## src/rtl/mmc3_sst_pkg.sv

```systemverilog
// Shared FSM states and SST register-bus address map for the MMC3 save-state sequencer.
package mmc3_sst_pkg;

    typedef enum logic [3:0] {
        IDLE,
        ARM,
        RD_SET,
        RD_CAP,
        RD_HOLD,
        WR_DATA,
        WR_RISE,
        WR_FALL,
        FINISH
    } state_e;

    localparam logic [7:0] SST_BANK0    = 8'd0;
    localparam logic [7:0] SST_R8000    = 8'd8;
    localparam logic [7:0] SST_RA000    = 8'd9;
    localparam logic [7:0] SST_RA001    = 8'd10;
    localparam logic [7:0] SST_IRQ_BASE = 8'd16;

endpackage

```

## src/rtl/mmc3_sst_seq_m2_edge_sync.sv

```systemverilog
// Synchronizes the asynchronous CPU M2 clock and emits one-clk rise/fall pulses.
// Latency: M2_SYNC+1 clk from an M2 transition to its pulse.
// Backpressure: none; pulses are produced every edge.
module m2_edge_sync #(
    parameter int M2_SYNC = 2
) (
    input  logic clk_i,
    input  logic rst_i,
    input  logic m2_i,
    output logic rise_o,
    output logic fall_o
);

    logic [M2_SYNC-1:0] sync_q;
    logic               hist_q;

    always_ff @(posedge clk_i) begin
        if (rst_i) begin
            sync_q <= '0;
            hist_q <= 1'b0;
        end else begin
            sync_q[0] <= m2_i;
            for (int i = 1; i < M2_SYNC; i++) begin
                sync_q[i] <= sync_q[i-1];
            end
            hist_q <= sync_q[M2_SYNC-1];
        end
    end

    assign rise_o = !hist_q &&  sync_q[M2_SYNC-1];
    assign fall_o =  hist_q && !sync_q[M2_SYNC-1];

endmodule

```

## src/rtl/mmc3_sst_seq.sv

```systemverilog
// Walks SST addresses 0..REG_CNT-1, streaming mapper readback (save) or writing host bytes (restore).
// Latency: 3 clk per saved register; each restored register spans one full detected M2 cycle.
// Backpressure: rd_ready / wr_valid stalls wait indefinitely; missing M2 edges abort after TIMEOUT clk.
module mmc3_sst_seq
    import mmc3_sst_pkg::*;
#(
    parameter int REG_CNT = 32,
    parameter int M2_SYNC = 2,
    parameter int TIMEOUT = 4096
) (
    input  logic       clk,
    input  logic       rst,
    input  logic       cpu_m2,
    input  logic       start,
    input  logic       dir,
    output logic       busy,
    output logic       done,
    output logic       error,
    output logic       sst_act,
    output logic       sst_we_reg,
    output logic [7:0] sst_addr,
    output logic [7:0] sst_dato,
    input  logic [7:0] sst_di,
    output logic [7:0] rd_data,
    output logic       rd_valid,
    input  logic       rd_ready,
    input  logic [7:0] wr_data,
    input  logic       wr_valid,
    output logic       wr_ready
);

    localparam int              TW        = $clog2(TIMEOUT + 1);
    localparam logic [TW-1:0]   TMO_LAST  = TW'(TIMEOUT - 1);
    localparam logic [7:0]      ADDR_LAST = 8'(REG_CNT - 1);

    state_e        state_q, state_d;
    logic          dir_q, dir_d;
    logic          busy_q, busy_d;
    logic          done_q, done_d;
    logic          error_q, error_d;
    logic          act_q, act_d;
    logic          we_q, we_d;
    logic [7:0]    addr_q, addr_d;
    logic [7:0]    dato_q, dato_d;
    logic [7:0]    rdat_q, rdat_d;
    logic          rvld_q, rvld_d;
    logic          wrdy_q, wrdy_d;
    logic [TW-1:0] tmo_q, tmo_d;

    logic m2_rise, m2_fall;
    logic last, waiting, abort;

    m2_edge_sync #(.M2_SYNC(M2_SYNC)) u_m2_sync (
        .clk_i  (clk),
        .rst_i  (rst),
        .m2_i   (cpu_m2),
        .rise_o (m2_rise),
        .fall_o (m2_fall)
    );

    assign last = (addr_q == ADDR_LAST);

    always_ff @(posedge clk) begin
        if (rst) begin
            state_q <= IDLE;
            dir_q   <= 1'b0;
            busy_q  <= 1'b0;
            done_q  <= 1'b0;
            error_q <= 1'b0;
            act_q   <= 1'b0;
            we_q    <= 1'b0;
            addr_q  <= '0;
            dato_q  <= '0;
            rdat_q  <= '0;
            rvld_q  <= 1'b0;
            wrdy_q  <= 1'b0;
            tmo_q   <= '0;
        end else begin
            state_q <= state_d;
            dir_q   <= dir_d;
            busy_q  <= busy_d;
            done_q  <= done_d;
            error_q <= error_d;
            act_q   <= act_d;
            we_q    <= we_d;
            addr_q  <= addr_d;
            dato_q  <= dato_d;
            rdat_q  <= rdat_d;
            rvld_q  <= rvld_d;
            wrdy_q  <= wrdy_d;
            tmo_q   <= tmo_d;
        end
    end

    always_comb begin
        state_d = state_q;
        dir_d   = dir_q;
        busy_d  = busy_q;
        done_d  = 1'b0;
        error_d = error_q;
        act_d   = act_q;
        we_d    = we_q;
        addr_d  = addr_q;
        dato_d  = dato_q;
        rdat_d  = rdat_q;
        rvld_d  = rvld_q;
        wrdy_d  = wrdy_q;
        tmo_d   = tmo_q;
        waiting = 1'b0;
        abort   = 1'b0;

        case (state_q)
            IDLE: begin
                if (start) begin
                    dir_d   = dir;
                    error_d = 1'b0;
                    addr_d  = SST_BANK0;
                    busy_d  = 1'b1;
                    act_d   = 1'b1;
                    tmo_d   = '0;
                    state_d = ARM;
                end
            end
            // A fall here means the mapper has latched SST mode and locked out CPU writes.
            ARM: begin
                if (m2_fall) begin
                    wrdy_d  = dir_q;
                    state_d = dir_q ? WR_DATA : RD_SET;
                end else begin
                    waiting = 1'b1;
                end
            end
            RD_SET: state_d = RD_CAP;
            RD_CAP: begin
                rdat_d  = sst_di;
                rvld_d  = 1'b1;
                state_d = RD_HOLD;
            end
            RD_HOLD: begin
                if (rd_ready) begin
                    rvld_d = 1'b0;
                    if (last) begin
                        tmo_d   = '0;
                        state_d = FINISH;
                    end else begin
                        addr_d  = addr_q + 8'd1;
                        state_d = RD_SET;
                    end
                end
            end
            WR_DATA: begin
                if (wr_valid) begin
                    dato_d  = wr_data;
                    wrdy_d  = 1'b0;
                    we_d    = 1'b1;
                    tmo_d   = '0;
                    state_d = WR_RISE;
                end
            end
            WR_RISE: begin
                if (m2_rise) begin
                    tmo_d   = '0;
                    state_d = WR_FALL;
                end else begin
                    waiting = 1'b1;
                end
            end
            // Holding the strobe until the following fall guarantees a full mapper commit edge.
            WR_FALL: begin
                if (m2_fall) begin
                    we_d = 1'b0;
                    if (last) begin
                        tmo_d   = '0;
                        state_d = FINISH;
                    end else begin
                        addr_d  = addr_q + 8'd1;
                        wrdy_d  = 1'b1;
                        state_d = WR_DATA;
                    end
                end else begin
                    waiting = 1'b1;
                end
            end
            FINISH: begin
                if (m2_fall) begin
                    act_d   = 1'b0;
                    busy_d  = 1'b0;
                    done_d  = 1'b1;
                    state_d = IDLE;
                end else begin
                    waiting = 1'b1;
                end
            end
            default: state_d = IDLE;
        endcase

        if (waiting) begin
            if (tmo_q == TMO_LAST) abort = 1'b1;
            else                   tmo_d = tmo_q + 1'b1;
        end

        if (abort) begin
            error_d = 1'b1;
            we_d    = 1'b0;
            act_d   = 1'b0;
            busy_d  = 1'b0;
            done_d  = 1'b1;
            wrdy_d  = 1'b0;
            rvld_d  = 1'b0;
            state_d = IDLE;
        end
    end

    assign busy       = busy_q;
    assign done       = done_q;
    assign error      = error_q;
    assign sst_act    = act_q;
    assign sst_we_reg = we_q;
    assign sst_addr   = addr_q;
    assign sst_dato   = dato_q;
    assign rd_data    = rdat_q;
    assign rd_valid   = rvld_q;
    assign wr_ready   = wrdy_q;

endmodule

```

## config.mk

```make
export PLATFORM = sky130hd
export DESIGN_NAME = mmc3_sst_seq
export DESIGN_NICKNAME = d
export VERILOG_FILES = /design/src/rtl/mmc3_sst_pkg.sv /design/src/rtl/mmc3_sst_seq_m2_edge_sync.sv /design/src/rtl/mmc3_sst_seq.sv
export SDC_FILE = /design/constraint.sdc
export NUM_CORES = 1
export LEC_CHECK = 0
export CORE_UTILIZATION = 55
export CTS_CLUSTER_SIZE = 25
export DETAILED_ROUTE_END_ITERATION = 10
export PLACE_DENSITY = 0.85
export SKIP_CTS_REPAIR_TIMING = 1
export SYNTH_ARGS = -nofsm -noshare
export SYNTH_HDL_FRONTEND = slang
export SYNTH_SLANG_ARGS = --single-unit
```

## constraint.sdc

```tcl
create_clock -name clk -period 3.4 [get_ports clk]
set_input_delay 0.68 -clock clk [delete_from_list [all_inputs] [get_ports clk]]
set_output_delay 0.68 -clock clk [all_outputs]
set_load 0.005 [all_outputs]
```

==> impl_results.md, run 1 <==
* Layout Skew at 0.005913 ns
* Sequential area share after synthesis at between 40% and 50%
* Synthesized instance count at approximately 290
* Crit-path cells: ha_1 > nand4_1 > or2_2 > a211o_1 > o221ai_2 > o221ai_1
* FF-to-FF Start: sst_addr[0]
* Fraction of layout cells with a size suffix above 1 at 6.087%
* Synth top area share at 40.26%
* Syn_area_per_cell at between 8 and 9 sq um
* CP Capture Point: tmo_q[11]
* Leakage at 0.001103 uW
* Post-Syn Nets at 319
* Top Layer Used: met4
* Fin util at 73.12%
* Ys async rst share at 0%
* Clk pwr share at 24.3%
* Initial antenna violation count at 0
* Final WL at ~5700 um
* Critical path startpoint: sst_addr[0]
* Vias in the first global route at roughly 2,200
* Root Driver: clkbuf_8
* FP Rows at 24
* Residual DRC at 0
* Final Hold Fails at 0
* Initial Util at approximately 58%
* Nets at 369
* RSZ-0062 raised after global routing: false
* CP Max Fanout at 10
* CTS tree: built
* Port bufs at 53
* Fmax at 420.2 MHz
* Post-route ant nets at 0
* Die height at 69.91 um
* CTS sink cnt at 51
* Largest area contributor in the netlist: dfxtp_1
* Synth warn at 0
* Setup CP Type: reg2reg
* M1 WL at 2534 um
* Max clock buf depth at 2
* Area of the core at 0.004384 sq mm
* Max FFs per register at 13
* Worst-Skew Late Latency at approximately 0.31 ns
* Status: completed
* Comb pwr share at 34.4%
* Final period util at about 70%
* Max stage delay on crit path at 0.41 ns
* Syn-to-layout area delta at 26.39%
* Routed wl met2 at around 2700 um
* Cells on worst reg2reg path at 6
* Sequential power share at 41.3%
* Largest net degree at the start of global routing at 21
* Hold depth at 1
* Final max-slew violation count at 0
* Flop-to-flop setup slack at 1.02 ns
* Die X at 69.91 um
* Unique cell type count in the Yosys netlist at 53
* CTS H-Tree Depth at 2
* Via count at approximately 2,300
* Estimated wirelength of the detail-placed design at just over 4000 um
* Synth Register Bits at between 50 and 60
* Ranking of synthesized cells by area: dfxtp_1, mux2i_1, nor2_1
* Worst Hold Class: reg2reg
* Final number of setup-violating endpoints at 0
* Fin crit period at 2.380 ns
* Required @ worst endpoint at 3.57 ns
* Largest Register: tmo_q
* First-pass GRT wire length at 9639 um
* Sw power at 642.6 uW
* Routed vias/inst at ~5.8
* Pwr dens at 569.7 mW/mm^2
* Reg-to-Reg End: tmo_q[11]
* Worst vdd ir at 0.3351 mV
* Pint at 1184 uW
* CP max stage cell: dfxtp_1
* Top-count cell post-synth: dfxtp_1
* Register clock-pin slew on the reported worst setup and hold paths at 0.09 ns
* IO Pins at between 50 and 60
* Max-cap viol count at 0
* Total congestion overflow at 0
* Full die area at 0.004887 sq mm
* Initial drt markers at 155
* Endpoint type of the worst setup path: register
* CP Data Arrival Time at 2.55 ns
* Mapped Area at 0.002536 sq mm
* Slew at the pin closest to its max-slew limit at 0.8738 ns
* Top cells by count, synth: dfxtp_1, nor2_1, mux2i_1
* CP Launch Type: register
* Per-cell routed wire length at 14.29 um
* Slew Limit Headroom at 41.21%
* DR WL met3 at 323 um
* Global placer's final weighted congestion at 0.8630
* Setup TNS at 0 ns
* Pre-antenna DRT Iters at 4
* Switching part of the total at 35.19%
* All-Layer GR Usage at about a quarter
* Post-synth top flop: dfxtp_1
* Antenna diodes at 0
* Number of synthesized flops with an enable pin at 0
* Clock buffer count from CTS at 5
-- how the worst min path moves through the flow --
stage / from / to / slack, ns
3_5_place_dp: u_m2_sync.sync_q[0] / u_m2_sync.sync_q[1] / 0.43
2_1_floorplan: u_m2_sync.sync_q[0] / u_m2_sync.sync_q[1] / 0.41
5_1_grt: u_m2_sync.sync_q[0] / u_m2_sync.sync_q[1] / 0.48
4_1_cts: u_m2_sync.sync_q[0] / u_m2_sync.sync_q[1] / 0.45
3_3_place_gp: u_m2_sync.sync_q[0] / u_m2_sync.sync_q[1] / 0.42
6_report: u_m2_sync.sync_q[0] / u_m2_sync.sync_q[1] / 0.45
-- logic make-up (layout without fill, tap and decap cells) --
family / count (synthesis) / in the layout / synth area share [%]
muxes: 24 / 24 / 9.521
adders and majority gates: 2 / 2 / 0.9865
buffers and inverters: 26 / 77 / 4.538
xor gates and xnor gates: 10 / 10 / 3.453
AOI/OAI and AO/OA: 52 / 52 / 14.41
and+or+nand+nor: 129 / 129 / 26.84
DFF: 51 / 51 / 40.26
-- routing by layer --
metal | global-route usage [%] | up-vias
met3 | 6.926 | 10
met1 | 30.19 | 1088
met2 | 38.46 | 66
met4 | 10.67 | 0
li1 | - | 1156
met5 | 0 | -
-- cells in the final DEF, fill, tap and decap left out, types with 9 or more instances in the layout --
master	count
dfxtp_1	51
a21oi_1	9
mux2i_1	23
inv_1	14
clkdlybuf4s50_1	53
nand4_1	10
o21ai_0	10
nor2_1	38
nor2b_1	9
nand3_1	16
nand2_1	18
-- final cells by class --
type                    count  area, sq um
inverters                  14        52.55
repair buffers             55        545.5
fillers                   341         1179
flip-flops and latches     51         1021
clock buffers               6        82.58
clock inverters             2        38.79
multi-input cells         217         1400
well taps                  52        65.06
-- stage by stage --
step	setup WS, ns	power, uW	instances	hold slack, ns	area [sq um]
4_1_cts	1.047	1829	397	0.4535	3206
3_5_place_dp	0.9228	1379	389	0.4298	3084
6_report	1.020	1826	397	0.4485	3206
3_3_place_gp	0.9759	1369	389	0.4225	3084
2_1_floorplan	1.370	1206	294	0.4138	2536
5_1_grt	0.8649	1931	397	0.4803	3206
-- power by group through the flow --
| stage | combinational (uW) | clock, uW | sequential [uW] |
|---|---|---|---|
| after detailed placement | 614 | 0 | 765 |
| after floorplan | 512 | 0 | 694 |
| after global routing | 690 | 473 | 768 |
| final | 628 | 444 | 753 |
| after global placement | 603 | 0 | 765 |
| after CTS | 623 | 454 | 752 |
-- critical path: cells and delay by family, from the launching register on --
family	cells	cell delay (ns)
compound gates	3	0.94
fa+ha+maj	1	0.23
flops	1	0.41
simple gates	2	0.67
Power figures use the tool's default switching activity.
==> run 2: changes to the inputs <==
--- a/config.mk
+++ b/config.mk
@@ -5,10 +5,10 @@
 export SDC_FILE = /design/constraint.sdc
 export NUM_CORES = 1
 export LEC_CHECK = 0
-export CORE_UTILIZATION = 55
+export CORE_UTILIZATION = 46
 export CTS_CLUSTER_SIZE = 25
 export DETAILED_ROUTE_END_ITERATION = 10
-export PLACE_DENSITY = 0.85
+export PLACE_DENSITY = 0.76
 export SKIP_CTS_REPAIR_TIMING = 1
 export SYNTH_ARGS = -nofsm -noshare
 export SYNTH_HDL_FRONTEND = slang
==> constraint.sdc (replaced) <==
create_clock -name clk -period 2.03 [get_ports clk]
set_input_delay 0.406 -clock clk [delete_from_list [all_inputs] [get_ports clk]]
set_output_delay 0.406 -clock clk [all_outputs]
set_load 0.005 [all_outputs]
==> run 2 against run 1 <==
Worst setup slack worse by 0.99 ns. Register-to-register slack worse by 0.99 ns. Hold slack better by 0.0089 ns. Maximum frequency is 19% higher. Wire length is 9.8% higher. Combinational power is 120% higher. Count of clock-buffer cells in the layout is 1 lower. Critical endpoint unchanged.
==> impl_results.md, run 2 (same netlist as run 1, synthesis figures left out) <==
* Status: completed
* Nets at a little over 400
* Max stage delay on crit path at between 0.5 and 0.6 ns
* Total congestion overflow at 0
* Register clock-pin slew on the reported worst setup and hold paths at 0.10 ns
* Final Hold Fails at 0
* Final period util at between 90% and 100%
* Most common cell after layout, fill and taps aside: clkdlybuf4s50_1
* Final max-slew violation count at 0
* Post-route ant nets at 0
* Vias in the first global route at roughly 2,200
* All-Layer GR Usage at 21.31%
* Residual DRC at 0
* FP Rows at 26
* Slew Limit Headroom at 54.02%
* CP Data Arrival Time at 2.20 ns
* CP max stage cell: or4_4
* Leakage at roughly 0.0013 uW
* Area of the core at 0.005205 sq mm
* Crit path max-delay family: simple AND/OR/NAND/NOR gates
* CP Launch Type: register
* Clock buffer count from CTS at 5
* Pwr dens at 936.0 mW/mm^2
* Worst vdd ir at 0.5002 mV
* Port bufs at 53
* Worst-Skew Late Latency at 0.31 ns
* CP Max Fanout at 5
* CTS H-Tree Depth at 2
* Full die area at 0.005814 sq mm
* Placed Cells at 444
* Max clock buf depth at 2
* Estimated wirelength of the detail-placed design at 4447 um
* Initial drt markers at 130
* First-pass GRT wire length at about 10,000 um
* Fraction of layout cells with a size suffix above 1 at between 15 and 20%
* Initial Util at between 40% and 50%
* CTS sink cnt at between 50 and 60
* Max-cap viol count at 0
* Setup CP Type: reg2reg
* Non-Filler Instances at between 400 and 500
* Layout Skew at 0.008185 ns
* Crit-path cells: ha_2 > nand3_2 > or4_4 > or3_4 > nand2_4 > o221ai_1
* Fmax at 499.4 MHz
* Largest Register: tmo_q
* Required @ worst endpoint at 2.23 ns
* Per-cell routed wire length at 13.75 um
* Final number of setup-violating endpoints at 0
* Final WL at 6230 um
* Fin util at 68.15%
* Antenna diodes at 0
* Slew at the pin closest to its max-slew limit at 0.6834 ns
* CTS tree: built
* Max FFs per register at 13
* Commonest non-fill, non-tap cells in the layout: clkdlybuf4s50_1, dfxtp_1, nor2_1, buf_4, mux2i_1
* Root Driver: clkbuf_8
* Endpoint type of the worst setup path: register
* Die X at 76.25 um
* Pre-antenna DRT Iters at 5
* Die height at approximately 76 um
* Global placer's final weighted congestion at around 0.90
* Initial antenna violation count at 0
* Via count at 2,495
* Critical path buffer and inverter count at 0
* IO Pins at 54
* Largest net degree at the start of global routing at 23
* Routed vias/inst at 5.508
* Syn-to-layout area delta at 39.86%
* Worst Hold Class: reg2reg
* Fin crit period at 2.002 ns
==> run 2: changes by cell type in the layout (fill, tap and decap cells not counted), moves of 2 or more <==
cell and delta:
dfxtp_1 -4, nand3_2 +2, nand3_1 -2, dfxtp_2 +4
or4_4 +2, buf_4 +36, or4_1 -2, or3_4 +2
==> run 2: metrics by stage <==
| stage | hold slack (ns) | TNS [ns] | total power, uW | setup WS (ns) | cell area [sq um] |
|---|---|---|---|---|---|
| floorplan | 0.4138 | 0 | 2021 | 0.001521 | 2539 |
| global placement | 0.4248 | -0.3160 | 2528 | -0.07371 | 3387 |
| detailed placement | 0.4410 | -0.7270 | 2563 | -0.1137 | 3387 |
| CTS | 0.4608 | -0.9638 | 3298 | -0.1342 | 3500 |
| global route | 0.4881 | -0.06164 | 3510 | -0.02303 | 3547 |
| finish | 0.4574 | 0 | 3320 | 0.02776 | 3547 |
==> run 2: cell type report <==
cell class              instances  area, sq um
clock buffers                   5        68.82
clock inverters                 3        43.79
fillers                       428         1658
inverters                      14        52.55
multi-input cells             218         1441
flip-flops and latches         51         1026
well taps                      70        87.58
repair buffers                 92        827.0
==> run 2: worst reg2reg max path, delay by kind of cell (launching register included) <==
kind | cells | cell delay [ns]
AOI/OAI and AO/OA | 1 | 0.12
adders and majority gates | 1 | 0.18
DFF | 1 | 0.34
and+or+nand+nor | 4 | 1.24
==> run 2: path summary, 6_finish.rpt <==
kind	startpoint	endpoint	slack [ns]	cells past startpoint
hold / removal	u_m2_sync.sync_q[0]	u_m2_sync.sync_q[1]	0.46	1
hold reg to reg	u_m2_sync.sync_q[0]	u_m2_sync.sync_q[1]	0.46	1
setup reg to reg	tmo_q[0]	tmo_q[11]	0.03	6
setup / recovery	tmo_q[0]	tmo_q[11]	0.03	6
==> run 2: metal layers <==
layer  share of wire, %  global-route usage [%]
met1                 45                   27.26
met2                 48                   36.04
met3                6.0                   4.551
met4                1.5                   5.962
met5                  0                       0
==> run 2: power by group <==
part / total, uW / switching [uW] / internal (uW)
clock network: 720 / 352 / 367
registers: 1190 / 95.9 / 1090
logic: 1410 / 716 / 696
==> run 3: changes to the inputs <==
--- a/config.mk
+++ b/config.mk
@@ -5,10 +5,10 @@
 export SDC_FILE = /design/constraint.sdc
 export NUM_CORES = 1
 export LEC_CHECK = 0
-export CORE_UTILIZATION = 46
+export CORE_UTILIZATION = 51
 export CTS_CLUSTER_SIZE = 25
 export DETAILED_ROUTE_END_ITERATION = 10
-export PLACE_DENSITY = 0.76
+export PLACE_DENSITY = 0.8
 export SKIP_CTS_REPAIR_TIMING = 1
 export SYNTH_ARGS = -nofsm -noshare
 export SYNTH_HDL_FRONTEND = slang
==> constraint.sdc (replaced) <==
create_clock -name clk -period 2.1 [get_ports clk]
set_input_delay 0.42 -clock clk [delete_from_list [all_inputs] [get_ports clk]]
set_output_delay 0.42 -clock clk [all_outputs]
set_load 0.005 [all_outputs]
==> run 3 against run 2 <==
Die area is 9.5% lower. Combinational power fell by 9.9%. Non-clock buffer count is 10 lower. Clock skew shrank 0.0020 ns. Sequential power down 4%. Wire length is 7.3% lower. Critical path depth is 1 lower. Critical path type unchanged.
==> impl_results.md, run 3 (same netlist as run 1, synthesis figures left out) <==
* Status: completed
* Max clock buf depth at 2
* Non-Filler Instances at roughly 440
* Via count at 2,393
* Worst vdd ir at roughly 0.64 mV
* FF-to-FF Start: state_q[2]
* Initial antenna violation count at 0
* Reg-to-Reg End: tmo_q[8]
* RSZ-0062 raised after global routing: false
* Fin util at 71.71%
* Hold depth at 1
* Final max-slew violation count at 0
* Full die area at 0.005259 sq mm
* Antenna diodes at 0
* Tot Pwr at a little over 3000 uW
* Pwr dens at between 800 and 900 mW/mm^2
* Routed vias/inst at roughly 5.5
* Most common cell after layout, fill and taps aside: clkdlybuf4s50_1
* Port bufs at 53
* Syn-to-layout area delta at 34.44%
* Residual DRC at 0
* Placed Cells at 431
* Estimated wirelength of the detail-placed design at 4267 um
* Register clock-pin slew on the reported worst setup and hold paths at 0.10 ns
* Area of the core at 0.004755 sq mm
* Fraction of layout cells with a size suffix above 1 at 13.71%
* Die X at roughly 73 um
* CP Launch Type: register
* Largest Register: tmo_q
* Initial Util at 53.34%
* Slew Limit Headroom at between 50% and 60%
* Slew at the pin closest to its max-slew limit at 0.6335 ns
* CTS H-Tree Depth at 2
* Post-route ant nets at 0
* CP Max Fanout at 6
* First-pass GRT wire length at about 9800 um
* Final number of setup-violating endpoints at 0
* Largest net degree at the start of global routing at 23
* Initial drt markers at 130
* Max FFs per register at 13
* Pre-antenna DRT Iters at 4
* CTS sink cnt at 51
* CTS tree: built
* Hold endpoint: u_m2_sync.sync_q[1]
* Setup CP Type: reg2reg
* Leakage at 0.001229 uW
* Die height at 72.52 um
* Fin crit period at around 2.0 ns
* Worst Hold Class: reg2reg
* Layout Skew at 0.006219 ns
* Vias in the first global route at approximately 2,300
* Clock buffer count from CTS at 5
* Flop-to-flop setup slack at 0.09 ns
* Hold_sp: u_m2_sync.sync_q[0]
* IO Pins at 54
* Per-cell routed wire length at 13.15 um
* Commonest non-fill, non-tap cells in the layout: clkdlybuf4s50_1, dfxtp_1, nor2_1
* Nets at 396
* Final Hold Fails at 0
* Endpoint type of the worst setup path: register
* Final WL at 5774 um
* FP Rows at 25
* Global placer's final weighted congestion at 0.8913
* Final period util at a little over nine tenths
* Total congestion overflow at 0
* WHS at 0.4461 ns
* All-Layer GR Usage at 23.73%
* Max-cap viol count at 0
* Fill count at 396
* Root Driver: clkbuf_8
* Required @ worst endpoint at 2.35 ns
* Worst-Skew Late Latency at 0.31 ns
* Fmax at approximately 500 MHz
* Cells on worst reg2reg path at 5
* CP Data Arrival Time at 2.26 ns
## run 3: cell count changes in the layout (fill, tap and decap cells not counted), sizes merged
cell / delta
buf: -10
bufinv: -1
clkinv: -2
clkinvlp: +1
inv: +2
or3: -1
## run 3: how the worst max path moves through the flow
stage | start | to | slack, ns | cells past startpoint
finish | state_q[2] | tmo_q[8] | 0.09 | 5
global route | state_q[2] | tmo_q[8] | 0.005 | 5
CTS | tmo_q[0] | tmo_q[10] | -0.01 | 6
floorplan | tmo_q[0] | tmo_q[11] | 0.07 | 7
global placement | tmo_q[0] | tmo_q[11] | 0.06 | 6
detailed placement | tmo_q[0] | tmo_q[11] | 0.01 | 6
## run 3: critical path, stage by stage, from the launching register on
cell     delay, ns
dfxtp_1       0.37
or2_1         0.28
a22o_1        0.24
or3_4         0.42
or4_1         0.50
a21oi_1       0.14
## run 3: through the flow
step / cell area, sq um / setup TNS (ns) / worst slack (ns)
floorplan: 2536 / 0 / 0.06978
global placement: 3306 / 0 / 0.05532
detailed placement: 3306 / 0 / 0.01222
CTS: 3402 / -0.02405 / -0.01429
global route: 3410 / 0 / 0.005070
finish: 3410 / 0 / 0.08911
## run 3: final cells by class
type | count | area, sq um | area share, %
Timing Repair Buffer | 82 | 748.2 | 21.94
Clock inverter | 3 | 27.53 | 0.8073
Multi-Input combinational cell | 217 | 1405 | 41.21
Sequential cell | 51 | 1023 | 30.02
Tap cell | 67 | 83.83 | 2.459
Clock buffer | 5 | 68.82 | 2.018
Inverter | 14 | 52.55 | 1.541
## run 3: routing by layer
metal  part of all wire [%]  track usage (%)  vias up
met5                      0                0        -
met4                    1.5            9.150        0
met3                    5.2            6.111        7
met2                     47            39.36       67
met1                     46            29.52     1107
li1                       -                -     1212
## run 3: report_power, final
| part | switching [uW] | leakage [uW] | internal (uW) |
|---|---|---|---|
| Clock | 358 | 0.0000467 | 247 |
| Sequential | 89.4 | 0.000413 | 1050 |
| Combinational | 655 | 0.000769 | 620 |
